<file path="config.mk">
export PLATFORM = sky130hd
export DESIGN_NAME = sr_latch
export DESIGN_NICKNAME = d
export VERILOG_FILES = /design/src/rtl/sr_latch.sv
export SDC_FILE = /design/constraint.sdc
export NUM_CORES = 1
export LEC_CHECK = 0
export BUFFER_PORTS_ARGS = -buffer_cell sky130_fd_sc_hd__buf_2
export CORE_AREA = 2 2 39 41
export CTS_CLUSTER_SIZE = 8
export DETAILED_ROUTE_END_ITERATION = 10
export DIE_AREA = 0 0 41 43
export GPL_ROUTABILITY_DRIVEN = 0
export GPL_TIMING_DRIVEN = 0
export PLACE_DENSITY = 0.37
export SKIP_LAST_GASP = 1
export SYNTH_ARGS = -nofsm -noshare
export SYNTH_HDL_FRONTEND = slang
export SYNTH_SLANG_ARGS = --single-unit
export TNS_END_PERCENT = 10
</file>
<file path="constraint.sdc">
create_clock -name clk -period 0.8 [get_ports clk]
set_clock_uncertainty 0.2 [all_clocks]
set_input_delay 0.16 -clock clk [delete_from_list [all_inputs] [get_ports clk]]
set_output_delay 0.16 -clock clk [all_outputs]
set_load 0.01 [all_outputs]
</file>
<file path="src/rtl/sr_latch.sv">
// Bank of WIDTH clocked SR cells with per-cell and sticky invalid (S=R=1) flags.
// Optional macro SR_LATCH_SYNC_EN adds a two-flop synchronizer on S and R.
module sr_latch #(
   parameter int WIDTH        = 1,
   parameter int INVALID_MODE = 0
) (
   input  logic             clk,
   input  logic             rst_n,
   input  logic [WIDTH-1:0] S,
   input  logic [WIDTH-1:0] R,
   input  logic             clr_sticky,
   output logic [WIDTH-1:0] Q,
   output logic [WIDTH-1:0] Qb,
   output logic [WIDTH-1:0] invalid,
   output logic             invalid_sticky
);

   // Out-of-range modes collapse onto NOR behaviour.
   localparam int MODE_EFF = ((INVALID_MODE < 0) || (INVALID_MODE > 3)) ? 0 : INVALID_MODE;

   logic [WIDTH-1:0] s_s;
   logic [WIDTH-1:0] r_s;
   logic [WIDTH-1:0] q_q,   q_d;
   logic [WIDTH-1:0] qb_q,  qb_d;
   logic [WIDTH-1:0] inv_q, inv_d;
   logic             sticky_q, sticky_d;

`ifdef SR_LATCH_SYNC_EN
   logic [WIDTH-1:0] s_meta_q, s_sync_q;
   logic [WIDTH-1:0] r_meta_q, r_sync_q;

   // Two-flop synchronizer on set and reset requests.
   always_ff @(posedge clk or negedge rst_n) begin
      if (!rst_n) begin
         s_meta_q <= {WIDTH{1'b0}};
         s_sync_q <= {WIDTH{1'b0}};
         r_meta_q <= {WIDTH{1'b0}};
         r_sync_q <= {WIDTH{1'b0}};
      end else begin
         s_meta_q <= S;
         s_sync_q <= s_meta_q;
         r_meta_q <= R;
         r_sync_q <= r_meta_q;
      end
   end

   assign s_s = s_sync_q;
   assign r_s = r_sync_q;
`else
   assign s_s = S;
   assign r_s = R;
`endif

   // Per-cell next-state resolution, including the S=R=1 policy.
   always_comb begin
      q_d   = q_q;
      qb_d  = qb_q;
      inv_d = {WIDTH{1'b0}};
      for (int i = 0; i < WIDTH; i++) begin
         case ({s_s[i], r_s[i]})
            2'b10: begin
               q_d[i]  = 1'b1;
               qb_d[i] = 1'b0;
            end
            2'b01: begin
               q_d[i]  = 1'b0;
               qb_d[i] = 1'b1;
            end
            2'b11: begin
               inv_d[i] = 1'b1;
               case (MODE_EFF)
                  1: begin
                     q_d[i]  = q_q[i];
                     qb_d[i] = qb_q[i];
                  end
                  2: begin
                     q_d[i]  = 1'b0;
                     qb_d[i] = 1'b1;
                  end
                  3: begin
                     q_d[i]  = 1'b1;
                     qb_d[i] = 1'b0;
                  end
                  default: begin
                     q_d[i]  = 1'b0;
                     qb_d[i] = 1'b0;
                  end
               endcase
            end
            default: begin
               q_d[i]  = q_q[i];
               qb_d[i] = qb_q[i];
            end
         endcase
      end
   end

   // Sticky flag: a new invalid beats a simultaneous clear.
   always_comb begin
      if (|inv_d) begin
         sticky_d = 1'b1;
      end else if (clr_sticky) begin
         sticky_d = 1'b0;
      end else begin
         sticky_d = sticky_q;
      end
   end

   // Output state registers.
   always_ff @(posedge clk or negedge rst_n) begin
      if (!rst_n) begin
         q_q      <= {WIDTH{1'b0}};
         qb_q     <= {WIDTH{1'b1}};
         inv_q    <= {WIDTH{1'b0}};
         sticky_q <= 1'b0;
      end else begin
         q_q      <= q_d;
         qb_q     <= qb_d;
         inv_q    <= inv_d;
         sticky_q <= sticky_d;
      end
   end

   assign Q              = q_q;
   assign Qb             = qb_q;
   assign invalid        = inv_q;
   assign invalid_sticky = sticky_q;

endmodule

</file>
==> flow_metrics.tcl, run 1 <==
set metrics [dict create \
    worstSetupStartpoint "Qb" \
    antenna_cells 0 \
    critPathSlowestCell "dfstp_2" \
    worst_slew_pin_slew_ns 0.0929 \
    avgRoutedWirePerCell_microns 8.33 \
    critPathArrivalTime_ns 0.86 \
    grt_pass1_vias 132 \
    synthTopCellsByArea "dfrtp_1, dfstp_2, nor2_1" \
    r2r_end "Qb" \
    synth_edf_count 0 \
    gr-total-overflow 0 \
    cts_tree "done" \
    reg2reg_depth 2 \
    synthTopCellsByCount "nor2_1, dfrtp_1" \
    fin_total_pwr_mw 0.560 \
    drive_gt1_share_pct 54.2 \
    grt_usage_pct 5.44 \
    path_class "reg -> out" \
    holdPathStages 2 \
    clock-sinks 4 \
    min_period_ns 1.22 \
    critPathCaptureType "primary output" \
    cts.clk_slew.worst_paths_ns 0.03 \
    status "finished with violations" \
    violations "negative hold slack, negative setup slack" \
    crit_family "flip-flops" \
    max-cap-violations 0 \
    num_io_pins 9 \
    num_rows 14 \
    worstReg2RegStart "Qb" \
    post-route-drc-count 0 \
    crit_required_ns 0.44 \
    vias 130 \
    routed_wl_microns 333 \
    die_h_microns 43 \
    cts_hold_buf 1 \
    yosys_register_bits 4 \
    power_per_cell_area_nw_per_um2 2340 \
    worstHoldStart "S" \
    drtAntennaViolNets 0 \
    synth_cell_types 6 \
    start_kind "flip-flop" \
    ys_warn_count 0 \
    clock_latency_ns 0.23 \
    setup_ws_ns -0.422 \
    die_w_microns 41 \
    grt_max_degree 5 \
    hp-class "in -> reg" \
    nets 30 \
    post_cts.repair.setup_buffers 0 \
    dr.pass1.iters 2 \
    utilization_pct 17.3 \
    reg2reg_slack_ns -0.12 \
    hold_viol 4 \
    synth_top_cell_by_area "dfrtp_1" \
    holdWs_ns -0.114 \
    synthFlopType "dfrtp_1" \
    viasPerCell 3.25 \
    syn_to_final_growth_pct 75.2 \
    synthesis.nets 16 \
    slowest_delay_ns 0.53 \
    cts-root-buf "clkbuf_4" \
    rsz0062_at_grt "true" \
    max_freq_ghz 0.818 \
    port_buffers 8 \
    start_util_pct 9.86 \
    synthCells 11 \
    design.die.area_sq_um 1760 \
    p_leak_nw 0.128 \
    slew_headroom_pct 93.8 \
    synth.most_common_cell "nor2_1" \
    first_iter_violations 2 \
    tns_ns -1.49 \
    htree_levels 1 \
    seq_area_frac_synth_pct 74.3 \
    cp_max_fo 2 \
    cts_buffers 3 \
    synth.avg_cell_area_sq_um 12.4 \
    fillers 160 \
    peakVddDrop_mv 0.368 \
    critPathBufInv 1 \
    max-clock-path-buffers 2 \
    core_sq_um 1380 \
    finalCritPeriodShare_pct 153 \
    hold_path_end "Qb" \
    grt_pass1_wl_microns 483 \
    ys_async_sr_fraction_pct 100 \
    antenna_found_initial 0 \
    syn-cell-area_sq_um 136 \
    maxSlewViolCount 0 \
    setup_viol 7 \
    synth_top_cell_area_share_pct 55.0 \
    crit_chain "buf_6" \
]
## cells in the final DEF, fill, tap and decap left out
master         instances
a21o_1                 1
and2_4                 1
buf_2                  7
buf_6                  1
clkbuf_1               1
clkbuf_4               3
dfrtp_1                3
dfstp_2                1
dlygate4sd3_1          1
inv_1                  1
nor2_1                 4
## sequential cells by signal, indices dropped and copies added, names as in the netlist
name            count
invalid             1
Q                   1
Qb                  1
invalid_sticky      1
## power by group
| part | leakage (nW) | total [mW] | internal (mW) | switching [mW] |
|---|---|---|---|---|
| Clock | 0.0150 | 0.273 | 0.187 | 0.0854 |
| Combinational | 0.0648 | 0.0596 | 0.0326 | 0.0270 |
| Sequential | 0.0480 | 0.227 | 0.220 | 0.00730 |
## how the worst max path moves through the flow
stage                     endpoint  cells after the start  slack [ns]
final                           Qb                      1       -0.42
after global routing            Qb                      1       -0.46
after CTS                       Qb                      1       -0.44
after detailed placement        Qb                      1       -0.19
after global placement          Qb                      1       -0.19
after floorplan                 Qb                      2       -0.11
## cell families after synthesis
kind of cell,synth area share (%)
AO/OA/AOI/OAI,5.51
buffers and inverters,2.75
flip-flops,74.3
AND/OR/NAND/NOR,17.4
## layer usage
metal | wire length [microns] | global-route usage (%) | vias up
met5 | 0 | 0 | -
met4 | 16 | 8.00 | 0
met3 | 71 | 6.28 | 2
met2 | 136 | 6.56 | 11
met1 | 109 | 2.92 | 59
li1 | - | - | 58
## per-stage QoR
step,worst slack (ns),cells,area (sq um)
after floorplan,-0.107,11,136
after detailed placement,-0.194,35,196
after CTS,-0.436,40,239
after global routing,-0.457,40,239
final,-0.422,40,239
after global placement,-0.191,35,196
## cell type report
cell class | count | area [sq um] | share of cell area [%]
Clock buffer | 4 | 26.3 | 11.0
Inverter | 1 | 3.75 | 1.57
Multi-Input combinational cell | 6 | 31.3 | 13.1
Sequential cell | 4 | 101 | 42.4
Tap cell | 16 | 20.0 | 8.38
Timing Repair Buffer | 9 | 56.3 | 23.6
## timing repair
action                                 CTS  global route
gates resized for setup                  1             0
endpoints found under the hold margin    8             4
setup endpoints to repair                7             7
No activity file was read; power rests on OpenSTA's default activity.
==> run 2, diff against run 1 <==
--- a/config.mk
+++ b/config.mk
@@ -12,7 +12,7 @@
 export DIE_AREA = 0 0 41 43
 export GPL_ROUTABILITY_DRIVEN = 0
 export GPL_TIMING_DRIVEN = 0
-export PLACE_DENSITY = 0.37
+export PLACE_DENSITY = 0.36
 export SKIP_LAST_GASP = 1
 export SYNTH_ARGS = -nofsm -noshare
 export SYNTH_HDL_FRONTEND = slang
==> constraint.sdc (replaced) <==
create_clock -name clk -period 1.15 [get_ports clk]
set_clock_uncertainty 0.2 [all_clocks]
set_input_delay 0.23 -clock clk [delete_from_list [all_inputs] [get_ports clk]]
set_output_delay 0.23 -clock clk [all_outputs]
set_load 0.01 [all_outputs]
==> flow_metrics.tcl, run 2 (synthesized netlist as in run 1, its figures left out) <==
set metrics [dict create \
    status "finished with violations" \
    violations "negative setup slack" \
    drive_gt1_share_pct 51.9 \
    first_iter_violations 1 \
    htree_levels 1 \
    antenna_cells 0 \
    critPathCaptureType "primary output" \
    clock_latency_ns 0.24 \
    drtAntennaViolNets 0 \
    critPathArrivalTime_ns 0.86 \
    layout_common_cells "buf_2, nor2_1, dfrtp_1, clkbuf_4, dlygate4sd3_1" \
    crit_required_ns 0.72 \
    nets 33 \
    maxSlewViolCount 0 \
    setup_ws_ns -0.138 \
    path_class "reg -> out" \
    grt_pass1_vias 148 \
    design.die.area_sq_um 1760 \
    utilization_pct 19.3 \
    critPathSlowestCell "dfstp_2" \
    holdWs_ns 0.0472 \
    routed_wl_microns 384 \
    cts.clk_slew.worst_paths_ns 0.04 \
    cts_tree "done" \
    finalCritPeriodShare_pct 112 \
    worst_slew_pin_slew_ns 0.0981 \
    cp_max_fo 2 \
    rsz0062_at_grt "true" \
    hold_viol 0 \
    setup_viol 3 \
    power_per_cell_area_nw_per_um2 1520 \
    syn_to_final_growth_pct 95.4 \
    peakVddDrop_mv 0.220 \
    clock-sinks 4 \
    max_freq_ghz 0.776 \
    grt_usage_pct 5.94 \
    antenna_found_initial 0 \
    layout_commonest_cell "buf_2" \
    avgRoutedWirePerCell_microns 8.93 \
    slowest_delay_ns 0.53 \
    min_period_ns 1.29 \
    port_buffers 8 \
    grt_pass1_wl_microns 572 \
    slew_headroom_pct 93.5 \
    core_sq_um 1380 \
    grt_max_degree 5 \
    critPathBufInv 1 \
    start_util_pct 9.86 \
    p_leak_nw 0.141 \
    start_kind "flip-flop" \
    crit_family "flip-flops" \
    post-route-drc-count 0 \
    vias 135 \
    cts-root-buf "clkbuf_4" \
    crit_chain "buf_6" \
    max-cap-violations 0 \
    num_rows 14 \
    die_h_microns 43 \
    die_w_microns 41 \
    dr.pass1.iters 2 \
    cts_buffers 3 \
    max-clock-path-buffers 2 \
    hp-class "in -> reg" \
    num_io_pins 9 \
    gr-total-overflow 0 \
    viasPerCell 3.14 \
]
## run 2: cell count changes in the layout (fill, tap and decap cells not counted), sizes merged
cell / delta
dlygate4sd3: +2
buf: +1
## run 2: layout make-up
type | instances | area, sq um
well taps | 16 | 20.0
fillers | 155 | 1120
multi-input cells | 6 | 31.3
flip-flops and latches | 4 | 101
inverters | 1 | 3.75
repair buffers | 12 | 83.8
clock buffers | 4 | 26.3
## run 2: worst paths after layout
kind / start / endpoint / slack, ns / cells after the start
worst max register to register: Qb / Qb / 0.14 / 3
worst max-delay path: Qb / Qb / -0.14 / 1
max in group asynchronous: rst_n / Qb / 0.41 / 2
min in group asynchronous: rst_n / invalid_sticky / 0.12 / 2
worst min register to register: invalid_sticky / invalid_sticky / 0.28 / 1
worst min-delay path: S / Q / 0.05 / 3
## run 2: what timing repair did
item | in CTS | in global routing
pin swaps | 0 | 0
setup buffers | 1 | 0
gates resized for setup | 1 | 0
endpoints found under the setup margin | 4 | 4
endpoints found under the hold margin | 6 | 0
hold buffers | 3 | 0
## run 2: report_power, final
part | internal [mW] | switching [mW] | leakage [nW] | total [mW]
Combinational | 0.0300 | 0.0211 | 0.0781 | 0.0510
Clock | 0.131 | 0.0648 | 0.0150 | 0.195
Sequential | 0.153 | 0.00465 | 0.0480 | 0.158
Total | 0.314 | 0.0906 | 0.141 | 0.404
## run 2: stage by stage
stage / power, mW / setup slack (ns) / TNS (ns) / std cells / area, sq um
2_1_floorplan: 0.174 / 0.191 / 0 / 11 / 136
3_3_place_gp: 0.195 / 0.0898 / 0 / 35 / 196
3_5_place_dp: 0.197 / 0.0860 / 0 / 35 / 196
4_1_cts: 0.415 / -0.148 / -0.240 / 43 / 267
5_1_grt: 0.434 / -0.171 / -0.330 / 43 / 267
6_report: 0.404 / -0.138 / -0.194 / 43 / 267
## run 2: per-layer routing
metal / vias up / track usage (%) / wire length (microns)
met2: 9 / 5.94 / 156
met5: - / 0 / 0
met3: 2 / 7.33 / 66
met1: 60 / 4.55 / 155
li1: 64 / - / -
met4: 0 / 8.00 / 6
